### config.mk
export PLATFORM = sky130hd
export DESIGN_NAME = fifo_drain_ctrl
export DESIGN_NICKNAME = d
export VERILOG_FILES = /design/src/rtl/fifo_drain_ctrl.sv
export SDC_FILE = /design/constraint.sdc
export NUM_CORES = 1
export LEC_CHECK = 0
export CORE_MARGIN = 5
export CORE_UTILIZATION = 44
export CTS_CLUSTER_SIZE = 12
export DETAILED_ROUTE_END_ITERATION = 6
export PLACE_DENSITY = 0.82
export SYNTH_ARGS = -nofsm -noshare
export SYNTH_HDL_FRONTEND = slang
export SYNTH_SLANG_ARGS = --single-unit
export TNS_END_PERCENT = 20
### constraint.sdc
create_clock -name clk_i -period 5 [get_ports clk_i]
set_input_delay 1.5 -clock clk_i [delete_from_list [all_inputs] [get_ports clk_i]]
set_output_delay 1.5 -clock clk_i [all_outputs]
set_load 0.02 [all_outputs]
### src/rtl/fifo_drain_ctrl.sv
// Read-side drain controller for scfifo sample buffers: drains in bursts between watermarks; read is combinational (first read the cycle after the trigger), stalls on !sink_ready_i.
// Optional DRAIN_STATS_EN adds wrapping words_read_o / drain_events_o counters.
module fifo_drain_ctrl #(
  parameter int DEPTH_W    = 10,
  parameter int HIGH_MARK  = 768,
  parameter int LOW_MARK   = 256,
  parameter int BURST_LEN  = 16,
  parameter int GAP_CYCLES = 4,
  parameter int ONESHOT    = 0
) (
  input  logic               clk_i,
  input  logic               reset_n_i,
  input  logic               enable_i,
  input  logic               clear_i,
  input  logic               full_i,
  input  logic               empty_i,
  input  logic [DEPTH_W-1:0] usedw_i,
  input  logic               sink_ready_i,
  output logic               read_o,
  output logic               draining_o,
  output logic               burst_done_o,
  output logic               full_seen_o
`ifdef DRAIN_STATS_EN
  ,
  output logic [31:0]        words_read_o,
  output logic [15:0]        drain_events_o
`endif
);

  localparam int BCW = (BURST_LEN > 1) ? $clog2(BURST_LEN) : 1;
  localparam int GCW = (GAP_CYCLES > 1) ? $clog2(GAP_CYCLES) : 1;
  localparam logic [BCW-1:0] BURST_LAST = BCW'((BURST_LEN > 0) ? BURST_LEN - 1 : 0);
  localparam logic [GCW-1:0] GAP_LAST   = GCW'((GAP_CYCLES > 0) ? GAP_CYCLES - 1 : 0);
  localparam logic [DEPTH_W-1:0] HIGH_LVL = DEPTH_W'(HIGH_MARK);
  localparam logic [DEPTH_W-1:0] LOW_LVL  = DEPTH_W'(LOW_MARK);
  localparam bit BURSTED = (BURST_LEN > 0);
  localparam bit ONE     = (ONESHOT != 0);

  typedef enum logic [1:0] {ST_IDLE, ST_DRAIN, ST_GAP} state_e;

  state_e           state_q;
  logic [BCW-1:0]   burst_cnt_q;
  logic [GCW-1:0]   gap_cnt_q;
  logic             full_seen_q;
  logic             burst_done_q;

  logic above_low;
  logic exit_cond;
  logic start_drain;

  assign above_low   = (usedw_i > LOW_LVL);
  assign exit_cond   = !ONE && (empty_i || !above_low);
  assign start_drain = (state_q == ST_IDLE) && enable_i && (full_i || (usedw_i >= HIGH_LVL));

  // Gated by the registered state, so an async reset kills read immediately.
  assign read_o       = (state_q == ST_DRAIN) && !empty_i && sink_ready_i && (ONE || above_low);
  assign draining_o   = (state_q != ST_IDLE);
  assign burst_done_o = burst_done_q;
  assign full_seen_o  = full_seen_q;

  always_ff @(posedge clk_i or negedge reset_n_i) begin
    if (!reset_n_i) begin
      state_q      <= ST_IDLE;
      burst_cnt_q  <= '0;
      gap_cnt_q    <= '0;
      full_seen_q  <= 1'b0;
      burst_done_q <= 1'b0;
    end else begin
      burst_done_q <= 1'b0;
      if (clear_i) begin
        state_q     <= ST_IDLE;
        burst_cnt_q <= '0;
        gap_cnt_q   <= '0;
        full_seen_q <= 1'b0;
      end else begin
        if (full_i) full_seen_q <= 1'b1;
        if (!enable_i) begin
          state_q <= ST_IDLE;
        end else begin
          case (state_q)
            ST_IDLE: begin
              if (start_drain) begin
                state_q     <= ST_DRAIN;
                burst_cnt_q <= '0;
              end
            end
            ST_DRAIN: begin
              if (read_o) begin
                // Burst end takes precedence; the level exit is re-evaluated after the gap.
                if (BURSTED && (burst_cnt_q == BURST_LAST)) begin
                  burst_done_q <= 1'b1;
                  burst_cnt_q  <= '0;
                  gap_cnt_q    <= GAP_LAST;
                  state_q      <= ST_GAP;
                end else begin
                  burst_cnt_q <= burst_cnt_q + 1'b1;
                end
              end else if (exit_cond) begin
                state_q <= ST_IDLE;
              end
            end
            ST_GAP: begin
              if (gap_cnt_q == '0) begin
                state_q <= exit_cond ? ST_IDLE : ST_DRAIN;
              end else begin
                gap_cnt_q <= gap_cnt_q - 1'b1;
              end
            end
            default: state_q <= ST_IDLE;
          endcase
        end
      end
    end
  end

`ifdef DRAIN_STATS_EN
  logic [31:0] words_read_q, words_read_d;
  logic [15:0] drain_events_q, drain_events_d;

  always_comb begin
    words_read_d   = words_read_q + {31'd0, read_o};
    drain_events_d = drain_events_q + {15'd0, start_drain};
    if (clear_i) begin
      words_read_d   = '0;
      drain_events_d = '0;
    end
  end

  always_ff @(posedge clk_i or negedge reset_n_i) begin
    if (!reset_n_i) begin
      words_read_q   <= '0;
      drain_events_q <= '0;
    end else begin
      words_read_q   <= words_read_d;
      drain_events_q <= drain_events_d;
    end
  end

  assign words_read_o   = words_read_q;
  assign drain_events_o = drain_events_q;
`endif

endmodule

==> impl_metrics.json <==
{
  "post_cts_buffers": 0,
  "die_area_sq_um": 2450,
  "synthDistinctLibCells": 34,
  "layout_setup_ws_ps": 233,
  "drc": 0,
  "ys.flop_type": "dfrtp_1",
  "wire_per_inst_um": 13.9,
  "die_h_um": 49.5,
  "initial_core_util_pct": 46.1,
  "syn_nets": 97,
  "grt_pass1_vias": 614,
  "cp_data_required_time_ps": 3500,
  "pwr-share-clk_pct": 38.1,
  "htree_num_levels": 1,
  "syn_area_sq_um": 687,
  "fp.dieW_um": 49.5,
  "dr_total_vias": 659,
  "ctsHoldBuffers": 0,
  "io_pins": 21,
  "pwr_density_cell_nw_per_um2": 206,
  "drtIter0Drc": 5,
  "end_kind": "primary output",
  "path_clk_slew_ps": 70,
  "numPortBuffers": 20,
  "fin_area_sq_um": 917,
  "clock-root-buffer": "clkbuf_4",
  "tns_ps": 0,
  "arrival_ps": 3270,
  "clk_path_buf_depth": 2,
  "hold_viol_final": 0,
  "routed_wl_um": 1600,
  "core_sq_um": 1490,
  "antenna_found_initial": 0,
  "synth_enable_flop_cells": 0,
  "final_layout_size_suffix_gt1_share_pct": 13.1,
  "grt_max_degree": 11,
  "crit_type": "input port to primary output",
  "syn2layout_area_growth_pct": 33.5,
  "routabilityCongestion": 0.861,
  "power.static_leakage_uw": 0.000363,
  "ctsResizeCount": 0,
  "vias_per_cell": 5.73,
  "min_path_type": "register to register",
  "pwr-share-seq_pct": 44.0,
  "grt_usage_pct": 13.8,
  "finalCritPeriodShare_pct": 95.3,
  "num_antenna_cells": 0,
  "pre_cts_slack_ps": 218,
  "finalSetupViolations": 0,
  "ant_nets": 0,
  "path_max_fanout": 8,
  "p_int_uw": 145,
  "grt-ovfl-total": 0,
  "rsz0062_at_grt": "no",
  "start_kind": "input port",
  "yosys_warnings": 0,
  "ys_async_sr_fraction_pct": 100,
  "synthCells": 78,
  "first_pass_iters": 4,
  "row_count": 14,
  "fmaxAchievable_mhz": 210,
  "yosysSeqAreaShare_pct": 36.4,
  "clock_latency_ps": 260,
  "fin_crit_ps": 4770,
  "fin_cells": 115,
  "p_sw_uw": 44.1,
  "max-vdd-ir-drop_mv": 0.176,
  "worst_pin_slew_ps": 459,
  "dp_hpwl_um": 1280,
  "slew_headroom_pct": 69.3,
  "fillerInstances": 148,
  "swShare_pct": 23.3,
  "dpl-instance-area_sq_um": 881,
  "dp_cells": 111,
  "grt_pass1_wl_um": 2740,
  "cap_violations": 0,
  "cts_buffers": 3,
  "finalClockSkew_ps": 0.375,
  "ys_ff_latch": 10,
  "p_comb_share_pct": 17.9,
  "finish.net_count": 119,
  "slew_violations": 0,
  "p_total_uw": 189,
  "clkSinkCount": 10,
  "cts_tree": "done",
  "avgSynthCellArea_sq_um": 8.81,
  "outcome": "finished clean"
}
layer usage:
metal	share of wire [%]	track usage, %
met1	46	18.7
met2	43	20.4
met3	9.4	5.12
met4	1.6	3.93
met5	0	0
synth_stat cells, types with 2 or more instances:
| master | number | area, sq um |
|---|---|---|
| dfrtp_1 | 10 | 250 |
| nor2_1 | 9 | 33.8 |
| nand2_1 | 8 | 30.0 |
| nand3_1 | 7 | 35.0 |
| a21oi_1 | 4 | 20.0 |
| a31oi_1 | 3 | 18.8 |
| inv_1 | 3 | 11.3 |
| a211oi_1 | 2 | 15.0 |
| buf_4 | 2 | 15.0 |
| ha_1 | 2 | 25.0 |
| nand2b_1 | 2 | 12.5 |
| nor3_1 | 2 | 10.0 |
| o211ai_1 | 2 | 15.0 |
| or2_2 | 2 | 12.5 |
logic make-up (layout without fill, tap and decap cells):
logic type	Yosys count	after routing	share of synthesized area, %
AOI/OAI and AO/OA	19	19	20.2
buffers and inverters	6	27	5.46
and+or+nand+nor	41	41	34.2
adders and majority gates	2	2	3.64
DFF	10	10	36.4
metrics by stage:
stage / hold slack [ps] / utilization, %
floorplan: 494 / -
global placement: 471 / 59.2
detailed placement: 486 / 59.2
CTS: 502 / 61.6
global route: 534 / 61.6
finish: 498 / 61.6
layout by cell type (no fill, tap or decap), drive strengths merged, types with 2 or more instances in the layout:
| cell type | n |
|---|---|
| o211ai | 2 |
| dfrtp | 10 |
| a211oi | 2 |
| nand3 | 7 |
| or2 | 2 |
| o21ai | 2 |
| inv | 3 |
| a21oi | 4 |
| clkbuf | 4 |
| a211o | 2 |
| ha | 2 |
| clkdlybuf4s50 | 20 |
| and2b | 2 |
| a31oi | 3 |
| nor3 | 2 |
| nand2 | 8 |
| nor2 | 9 |
| nor4 | 2 |
| nand2b | 2 |
area by class of cell:
class / count / area, sq um / share of cell area (%)
well taps: 16 / 20.0 / 2.18
flip-flops and latches: 10 / 250 / 27.3
inverters: 3 / 11.3 / 1.23
repair buffers: 20 / 200 / 21.8
clock buffers: 4 / 36.3 / 3.96
multi-input cells: 62 / 399 / 43.5
path summary, 6_finish.rpt:
check / from / to / slack (ps) / cells past startpoint
worst max-delay path: usedw_i[4] / read_o / 230 / 5
worst min register to register: full_seen_o / full_seen_o / 500 / 2
worst max register to register: state_q[1] / gap_cnt_q[1] / 3490 / 4
min in group asynchronous: reset_n_i / gap_cnt_q[1] / 1550 / 1
max in group asynchronous: reset_n_i / burst_done_o / 3140 / 1
worst min-delay path: full_seen_o / full_seen_o / 500 / 2
power by group through the flow:
stage,clock (uW),sequential (uW),combinational (uW)
floorplan,0,85.1,13.4
global placement,0,84.5,33.4
detailed placement,0,84.6,34.1
CTS,72.9,83.0,34.2
global route,76.8,83.2,37.1
finish,72.1,83.1,33.8
sequential cells by signal, indices dropped and copies added (netlist names):
register and flops:
state_q 2, burst_cnt_q 4, gap_cnt_q 2, full_seen_o 1, burst_done_o 1
worst max-delay path, stage by stage:
cell	delay, ps
clkdlybuf4s50_1	400
nor4_1	340
a21boi_2	120
o211a_1	330
clkdlybuf4s50_1	580
Power figures use the tool's default switching activity.
